### config.mk
export PLATFORM = sky130hd
export DESIGN_NAME = program_loader_flat
export DESIGN_NICKNAME = d
export VERILOG_FILES = /design/src/rtl/program_loader_if.sv /design/src/rtl/program_loader.sv /design/src/flat_wrapper.sv
export SDC_FILE = /design/constraint.sdc
export NUM_CORES = 1
export LEC_CHECK = 0
export CAP_MARGIN = 20
export CORE_MARGIN = 1.5
export CORE_UTILIZATION = 55
export CTS_BUF_LIST = sky130_fd_sc_hd__clkbuf_8
export DETAILED_ROUTE_END_ITERATION = 8
export DONT_BUFFER_PORTS = 1
export PLACE_DENSITY = 0.7
export SLEW_MARGIN = 25
export SYNTH_ARGS = -nofsm -noshare
export SYNTH_HDL_FRONTEND = slang
export SYNTH_SLANG_ARGS = --single-unit
export TNS_END_PERCENT = 1
### constraint.sdc
create_clock -name i_clock -period 4 [get_ports i_clock]
set_input_delay 0.8 -clock i_clock [delete_from_list [all_inputs] [get_ports i_clock]]
set_output_delay 0.8 -clock i_clock [all_outputs]
set_load 0.005 [all_outputs]
### src/rtl/program_loader_if.sv
// Loader-side signal bundle: start/status, byte stream in, RAM program port out.
// master = loader, slave = host/bench driving bytes and observing the RAM port.
interface program_loader_if;
  logic        i_start;
  logic [7:0]  i_byte;
  logic        i_byte_valid;
  logic        o_byte_ready;
  logic        o_program_mode;
  logic [7:0]  o_program_address;
  logic [15:0] o_program_data;
  logic        o_write_enable;
  logic        o_cpu_reset;
  logic        o_done;
  logic        o_error;

  modport master (
    input  i_start, i_byte, i_byte_valid,
    output o_byte_ready, o_program_mode, o_program_address, o_program_data,
           o_write_enable, o_cpu_reset, o_done, o_error
  );

  modport slave (
    output i_start, i_byte, i_byte_valid,
    input  o_byte_ready, o_program_mode, o_program_address, o_program_data,
           o_write_enable, o_cpu_reset, o_done, o_error
  );
endinterface

### src/rtl/program_loader.sv
// Serial program loader: count byte, then {hi,lo} word pairs written to RAM, 1 word / 3 cycles; stalls on !i_byte_valid.
// Optional trailing mod-256 checksum byte when PROGRAM_LOADER_CHECKSUM_EN is defined.
module program_loader #(
  parameter logic [7:0] BASE_ADDR = 8'd0
) (
  input  logic             i_clock,
  input  logic             i_reset,
  program_loader_if.master bus
);

  typedef enum logic [2:0] {
    IDLE, COUNT, HIGH, LOW, WRITE, CHECK, DONE, ERROR
  } state_t;

  state_t      state, state_nxt;
  logic [7:0]  addr;
  logic [7:0]  data_hi, data_lo;
  logic [8:0]  remaining;
  logic        first_word;
  logic        byte_ready, program_mode, write_enable, cpu_reset, done, error;
`ifdef PROGRAM_LOADER_CHECKSUM_EN
  logic [7:0]  sum;
`endif

  always_comb begin
    state_nxt    = state;
    byte_ready   = 1'b0;
    program_mode = 1'b0;
    write_enable = 1'b0;
    cpu_reset    = 1'b1;
    done         = 1'b0;
    error        = 1'b0;
    case (state)
      IDLE: begin
        if (bus.i_start) state_nxt = COUNT;
      end
      COUNT: begin
        program_mode = 1'b1;
        byte_ready   = 1'b1;
        if (bus.i_byte_valid) state_nxt = HIGH;
      end
      HIGH: begin
        program_mode = 1'b1;
        byte_ready   = 1'b1;
        if (bus.i_byte_valid) state_nxt = LOW;
      end
      LOW: begin
        program_mode = 1'b1;
        byte_ready   = 1'b1;
        if (bus.i_byte_valid) state_nxt = WRITE;
      end
      WRITE: begin
        program_mode = 1'b1;
        write_enable = 1'b1;
        if (remaining != 9'd1) begin
          state_nxt = HIGH;
        end else begin
`ifdef PROGRAM_LOADER_CHECKSUM_EN
          state_nxt = CHECK;
`else
          state_nxt = DONE;
`endif
        end
      end
      CHECK: begin
        program_mode = 1'b1;
        byte_ready   = 1'b1;
`ifdef PROGRAM_LOADER_CHECKSUM_EN
        if (bus.i_byte_valid) state_nxt = (bus.i_byte == sum) ? DONE : ERROR;
`else
        state_nxt = DONE;
`endif
      end
      DONE: begin
        cpu_reset = 1'b0;
        done      = 1'b1;
        if (bus.i_start) state_nxt = COUNT;
      end
      ERROR: begin
        error = 1'b1;
        if (bus.i_start) state_nxt = COUNT;
      end
      default: state_nxt = IDLE;
    endcase
  end

  // Address advances when the next word's high byte arrives, so it holds through the stall after WRITE.
  always_ff @(posedge i_clock) begin
    if (i_reset) begin
      state      <= IDLE;
      addr       <= BASE_ADDR;
      data_hi    <= 8'd0;
      data_lo    <= 8'd0;
      remaining  <= 9'd0;
      first_word <= 1'b1;
    end else begin
      state <= state_nxt;
      case (state)
        COUNT: if (bus.i_byte_valid) begin
          remaining  <= (bus.i_byte == 8'd0) ? 9'd256 : {1'b0, bus.i_byte};
          addr       <= BASE_ADDR;
          first_word <= 1'b1;
        end
        HIGH: if (bus.i_byte_valid) begin
          data_hi    <= bus.i_byte;
          first_word <= 1'b0;
          if (!first_word) addr <= addr + 8'd1;
        end
        LOW: if (bus.i_byte_valid) data_lo <= bus.i_byte;
        WRITE: remaining <= remaining - 9'd1;
        default: ;
      endcase
    end
  end

`ifdef PROGRAM_LOADER_CHECKSUM_EN
  always_ff @(posedge i_clock) begin
    if (i_reset) begin
      sum <= 8'd0;
    end else if (bus.i_byte_valid) begin
      if (state == COUNT) sum <= bus.i_byte;
      else if (state == HIGH || state == LOW) sum <= sum + bus.i_byte;
    end
  end
  assign bus.o_error = error;
`else
  assign bus.o_error = 1'b0;
`endif

  assign bus.o_byte_ready      = byte_ready;
  assign bus.o_program_mode    = program_mode;
  assign bus.o_program_address = addr;
  assign bus.o_program_data    = {data_hi, data_lo};
  assign bus.o_write_enable    = write_enable;
  assign bus.o_cpu_reset       = cpu_reset;
  assign bus.o_done            = done;

  logic unused_error;
  assign unused_error = error;

endmodule

### src/flat_wrapper.sv
// flat-port wrapper written by rule: the top's interface ports become plain ports
module program_loader_flat 
#(
  parameter logic [7:0] BASE_ADDR = 8'd0
)
  (i_clock, i_reset, bus_i_start, bus_i_byte, bus_i_byte_valid, bus_o_byte_ready, bus_o_program_mode, bus_o_program_address, bus_o_program_data, bus_o_write_enable, bus_o_cpu_reset, bus_o_done, bus_o_error);
  program_loader_if bus_i ();
  input  logic i_clock;
  input  logic i_reset;
  input wire logic [$bits(bus_i.i_start)-1:0] bus_i_start;
  input wire logic [$bits(bus_i.i_byte)-1:0] bus_i_byte;
  input wire logic [$bits(bus_i.i_byte_valid)-1:0] bus_i_byte_valid;
  output wire logic [$bits(bus_i.o_byte_ready)-1:0] bus_o_byte_ready;
  output wire logic [$bits(bus_i.o_program_mode)-1:0] bus_o_program_mode;
  output wire logic [$bits(bus_i.o_program_address)-1:0] bus_o_program_address;
  output wire logic [$bits(bus_i.o_program_data)-1:0] bus_o_program_data;
  output wire logic [$bits(bus_i.o_write_enable)-1:0] bus_o_write_enable;
  output wire logic [$bits(bus_i.o_cpu_reset)-1:0] bus_o_cpu_reset;
  output wire logic [$bits(bus_i.o_done)-1:0] bus_o_done;
  output wire logic [$bits(bus_i.o_error)-1:0] bus_o_error;
  assign bus_i.i_start = bus_i_start;
  assign bus_i.i_byte = bus_i_byte;
  assign bus_i.i_byte_valid = bus_i_byte_valid;
  assign bus_o_byte_ready = bus_i.o_byte_ready;
  assign bus_o_program_mode = bus_i.o_program_mode;
  assign bus_o_program_address = bus_i.o_program_address;
  assign bus_o_program_data = bus_i.o_program_data;
  assign bus_o_write_enable = bus_i.o_write_enable;
  assign bus_o_cpu_reset = bus_i.o_cpu_reset;
  assign bus_o_done = bus_i.o_done;
  assign bus_o_error = bus_i.o_error;
  program_loader #(.BASE_ADDR(BASE_ADDR)) u_core (.i_clock(i_clock), .i_reset(i_reset), .bus(bus_i));
endmodule
==> run summary, run 1 <==
Status - completed
CTS Hold Bufs - 0
Primary FF master, synth - dfxtp_1
Mapped Area - 1754 um2
Worst slack at placement - 2.014 ns
Synth top area cells - dfxtp_1 (42%), nand2_1 (8.8%), a21oi_1 (7.7%), nor2_1 (3.2%), o21ai_0 (2.3%)
Top post-synthesis cells by count - nand2_1 (41), dfxtp_1 (37), a21oi_1 (27), nor2_1 (15), clkbuf_1 (9)
Drt first pass iters - 4
Worst EP arrival - 1.49 ns
Num rows - 20
Multi-input combinational cell area - 927.1 um2
Post-synth EDFFs - 0
FF-to-FF End - u_core.remaining[7]$_SDFFE_PP0P_
Drt total wl - 3956 um
CTS Buffer Depth - 2
Core Box Area - 3053 um2
Hold path startpoint - u_core.data_hi[7]$_SDFFE_PP0P_
PnR worst setup slack - 1.707 ns
Async SR Flop Fraction - 0%
Vias in the first global route - 1399
Fillers - 293
RSZ-0062 raised after global routing - no
Post-synth cell types - 48
Slew headroom - 61.74%
Final setup TNS - 0 ns
Pwr/cell area - 419.0 nW/um2
Average wire per standard cell - 15.33 um
CP Max Fanout - 15
DP HPWL - 2867 um
Drc violations - 0
Syn Inst Count - 219
Largest net degree at the start of global routing - 31
Most common cell in the netlist - nand2_1
Vias per inst - 5.984
Htree depth - 2
Hold Path Depth - 2
Final worst path period share - 57.33%
Measured slew at the worst slew-check pin - 0.5680 ns
Skew-Pair Late Insertion Delay - 0.29 ns
Setup Fix Bufs, Post-CTS - 0
Flop-to-flop setup slack - 1.97 ns
Ys Warns - 0
FF+latch count, synth - 37
CP startpoint - u_core.state[2]$_SDFFE_PP0P_
CP Capture Type - output port
CTS sink cnt - 37
CTS Buf Count - 5
Final hold vios - 0
Final hold slack - 0.4695 ns
Fin. max-slew vios - 0
Port-buffer cells - 0
Syn_nets - 234
IR Drop Worst-Case VDD - 0.0002613 V
Seq/Total Area, Yosys - 42.23%
Post_cts resized - 0
GRT overflow - 0
DP Area - 1754 um2
RD Place Congestion - 0.8417
Die ar. - 3537 um2
WS Path Type - flip-flop to output port
CTS tree - done
Fmax achieved - 436.1 MHz
Worst-path clk slew - 0.07 ns
Worst R2R Start - u_core.state[2]$_SDFFE_PP0P_
Inserted Diodes - 0
Vias - 1544
Synth-to-Final Area Change - 5.920%
Yosys top cell by area - dfxtp_1
Max Cap Violations - 0
Final setup violation count - 0
Total track usage - 24.14%
Initial antenna violation count - 0
Antenna Violating Nets Remaining - 0
Chip Width - 59.48 um
Root buffer cell - clkbuf_8
Startpoint types - flip-flop
DRT iter0 DRCs - 94
CP Data Required Time - 3.20 ns
Die Ht - 59.48 um
Power consumption - 0.0007785 W
Hold WC Path Type - flip-flop to flip-flop
Initial Util - 57.46%
Post-synth top area share - 42.23%
I/O pin total - 42
Clock Skews - 0.002966 ns
Fin area - 1858 um2
Avg Cell Area, Syn - 8.010 um2
R2R cell count - 5
Register area - 740.7 um2
Minimum clock period - 2.293 ns
Nets - 229
Share of layout cells above drive strength 1 - 7.477%
Crit path capture - bus_o_write_enable
First-pass GRT wire length - 6348 um
Lkg Pwr - 0.6164 nW
## registers in the layout, summed over array words and instances (netlist names)
name / count
u_core.remaining: 9
u_core.state: 3
u_core.bus.o_program_address: 8
u_core.data_hi: 8
u_core.first_word: 1
u_core.data_lo: 8
## report_power, final
part	switching, W	total, W	internal, W
registers	0.0000191	0.000400	0.000381
logic	0.0000411	0.0000714	0.0000304
clock network	0.000126	0.000307	0.000181
total	0.000186	0.000778	0.000592
## worst max-delay path: stages (launching register included)
cell,delay [ns]
dfxtp_1,0.57
or3b_4,0.50
clkinv_2,0.13
## through the flow
stage / utilization [%] / std cells
2_1_floorplan: - / 219
3_3_place_gp: 57.46 / 251
3_5_place_dp: 57.46 / 251
4_1_cts: 60.86 / 258
5_1_grt: 60.86 / 258
6_report: 60.86 / 258
## placed cells by master, fill, tap and decap left out, drive strengths merged, types with 4 or more instances in the layout
master and count:
a21oi 27, a31oi 4, clkbuf 5, dfxtp 37, inv 5, nand2 42
nand3 4, nor2 15, nor3 4, nor4 4, o21ai 8, or3 6
## worst min path at each step
stage | end | slack, ns
final | u_core.data_hi[7]$_SDFFE_PP0P_ | 0.47
after global routing | u_core.data_hi[7]$_SDFFE_PP0P_ | 0.50
after CTS | u_core.data_lo[6]$_SDFFE_PP0P_ | 0.48
after detailed placement | u_core.data_hi[7]$_SDFFE_PP0P_ | 0.47
after global placement | u_core.data_lo[4]$_SDFFE_PP0P_ | 0.46
after floorplan | u_core.data_hi[0]$_SDFFE_PP0P_ | 0.45
## final cells by class
type	instances	share of cell area, %
Clock buffer	5	3.704
Multi-Input combinational cell	163	49.90
Tap cell	44	2.963
Sequential cell	37	39.87
Clock inverter	2	1.886
Inverter	6	1.279
Timing Repair Buffer	1	0.4040
## cells by family (layout without fill, tap and decap cells)
logic type                 after synthesis  after routing  synth area share [%]
buffers and inverters                   19             14                 4.921
muxes                                    1              1                0.5706
xor gates and xnor gates                 3              3                 1.498
AOI/OAI and AO/OA                       58             58                 20.26
and+or+nand+nor                         97             97                 28.17
DFF                                     37             37                 42.23
other                                    1              1                0.2138
adders and majority gates                3              3                 2.140
## metal layers
metal	up-vias	part of all wire, %	GRT usage [%]
li1	766	-	-
met1	722	42	27.64
met2	48	49	38.93
met3	8	7.7	11.57
met4	0	1.1	8.766
met5	-	0	0
(Power assumes the default switching activity.)
==> run 2: changes to the inputs <==
- PLACE_DENSITY: 0.7 -> 0.73
- clock period: 4 -> 2 ns (I/O delays scaled with it)
==> run 2 against run 1 <==
Register-to-register slack worse by 1.8 ns. First-iteration DRC count grew 19%. Sequential cell count unchanged. Critical path type is now flip-flop to flip-flop. Cell count rose by 2.3%. Global-route usage barely moved. Routed wire length increased by 1.3%. Worst hold slack worse by 0.29 ns. Power increased by 89%. Cell area grew 1.5%. Utilization increased by 0.90 points. Setup slack worse by 1.6 ns.
==> run summary, run 2 (synthesis gave the netlist of run 1 again) <==
Root buffer cell - clkbuf_8
Share of layout cells above drive strength 1 - 9.545%
DRT iter0 DRCs - 112
CTS Buf Count - 5
Hold Path End - u_core.data_lo[2]$_SDFFE_PP0P_
Commonest cells after routing, fill and taps aside - nand2_1 (41), dfxtp_1 (37), a21oi_1 (27), nor2_1 (15), o21ai_0 (8)
Worst path max stage delay - 0.52 ns
Num rows - 20
Antenna Violating Nets Remaining - 0
Final hold vios - 0
Final setup violation count - 0
Max stage delay cell, worst path - or3b_2
Vias per inst - 6.004
Max FFs per register - 9
RSZ-0062 raised after global routing - no
Setup Fix Bufs, Post-CTS - 0
RD Place Congestion - 0.9408
Largest net degree at the start of global routing - 31
CP cell instances - inv_1, ha_1, or3b_2, o31a_1, o21ai_0, a21oi_1
Vias in the first global route - 1411
Chip Width - 59.48 um
Internal Power - 0.001101 W
Final hold slack - 0.1775 ns
Minimum clock period - 1.851 ns
Pwr/cell area - 781.5 nW/um2
Hold path startpoint - i_reset
Port-buffer cells - 0
Buffers and inverters on the worst path - 1
CP startpoint - u_core.remaining[0]$_SDFFE_PP0P_
Max Cap Violations - 0
R2R cell count - 6
Placed insts - 257
Die Ht - 59.48 um
CTS Buffer Depth - 2
Commonest non-fill, non-tap cell in the layout - nand2_1
CTS tree - done
Worst R2R Start - u_core.remaining[0]$_SDFFE_PP0P_
Power consumption - 0.001473 W
CP Data Required Time - 2.18 ns
Initial antenna violation count - 0
Htree depth - 2
GRT overflow - 0
FF-to-FF End - u_core.remaining[8]$_SDFFE_PP0P_
Fin. max-slew vios - 0
Lkg Pwr - 0.6407 nW
Synth-to-Final Area Change - 7.489%
Clock Skews - 0.004372 ns
Inserted Diodes - 0
First-pass GRT wire length - 6458 um
I/O pin total - 42
CP Max Fanout - 6
Drt total wl - 4008 um
Clock share of power - 34.9%
Hold WC Path Type - input port to flip-flop
DP HPWL - 2910 um
Die ar. - 3537 um2
Fmax achieved - 540.3 MHz
IR Drop Worst-Case VDD - 0.0003574 V
Average wire per standard cell - 15.18 um
Final worst path period share - 92.54%
Initial Util - 57.46%
Status - completed
Flop pwr share - 53.6%
Measured slew at the worst slew-check pin - 0.5027 ns
Total track usage - 24.12%
Final setup TNS - 0 ns
Skew-Pair Late Insertion Delay - 0.28 ns
Combinational share of power - 11.5%
CTS sink cnt - 37
Startpoint types - flip-flop
Nets - 235
Slew headroom - 66.34%
Hold Path Depth - 1
Final non-filler cell total - 264
WS Path Type - flip-flop to flip-flop
Flop-to-flop setup slack - 0.15 ns
Family with the most delay on the worst path - compound AO/OA/AOI/OAI gates
CP Capture Type - flip-flop
Worst EP arrival - 2.03 ns
Drc violations - 0
Reg with most FFs - u_core.remaining
Worst-path clk slew - 0.07 ns
Post_cts resized - 0
CTS Hold Bufs - 0
P_sw - 0.0003728 W
Switching portion of total power - 25.30%
Drt first pass iters - 4
Core Box Area - 3053 um2
Vias - 1585
run 2: cell types whose count changed in the layout (fill, tap and decap cells not counted):
cell / change
buf_4: +6
bufinv_16: -1
clkbuf_8: +1
clkinv_2: -1
inv_1: +1
run 2: stage by stage:
| stage | util [%] | worst slack (ns) | cell area, um2 |
|---|---|---|---|
| 2_1_floorplan | - | 0.3278 | 1754 |
| 3_3_place_gp | 58.93 | 0.2866 | 1799 |
| 3_5_place_dp | 58.93 | 0.1677 | 1799 |
| 4_1_cts | 61.76 | 0.1571 | 1886 |
| 5_1_grt | 61.76 | 0.05344 | 1886 |
| 6_report | 61.76 | 0.1492 | 1886 |
run 2: power by group through the flow:
stage / registers, W / logic [W] / clock network, W
after floorplan: 0.000794 / 0.000147 / 0
after global placement: 0.000802 / 0.000163 / 0
after detailed placement: 0.000805 / 0.000167 / 0
after CTS: 0.000789 / 0.000168 / 0.000519
after global routing: 0.000792 / 0.000189 / 0.000554
final: 0.000790 / 0.000169 / 0.000514
run 2: worst max-delay path by stage:
stage / end / slack [ns] / cells past startpoint
2_1_floorplan: u_core.remaining[8]$_SDFFE_PP0P_ / 0.33 / 6
3_3_place_gp: u_core.remaining[8]$_SDFFE_PP0P_ / 0.29 / 6
3_5_place_dp: u_core.remaining[8]$_SDFFE_PP0P_ / 0.17 / 6
4_1_cts: u_core.remaining[8]$_SDFFE_PP0P_ / 0.16 / 6
5_1_grt: u_core.remaining[8]$_SDFFE_PP0P_ / 0.05 / 6
6_report: u_core.remaining[8]$_SDFFE_PP0P_ / 0.15 / 6
run 2: metal layers:
metal  vias to the layer above  global-route usage [%]  routed length, um
li1                        777                       -                  -
met1                       721                   31.99               1794
met2                        80                   37.52               1835
met3                         7                   6.987                321
met4                         0                   7.792                 56
met5                         -                       0                  0
run 2: area by class of cell:
class	count	area [um2]
multi-input cells	163	927.1
flip-flops and latches	37	740.7
inverters	6	23.77
clock buffers	6	82.58
well taps	44	55.05
clock inverters	1	3.754
repair buffers	7	52.55
fillers	282	1167
run 2: worst register-to-register path, stage by stage (launching register included):
cell and delay [ns]:
dfxtp_1 0.36, inv_1 0.09, ha_1 0.24, or3b_2 0.52
o31a_1 0.29, o21ai_0 0.16, a21oi_1 0.08
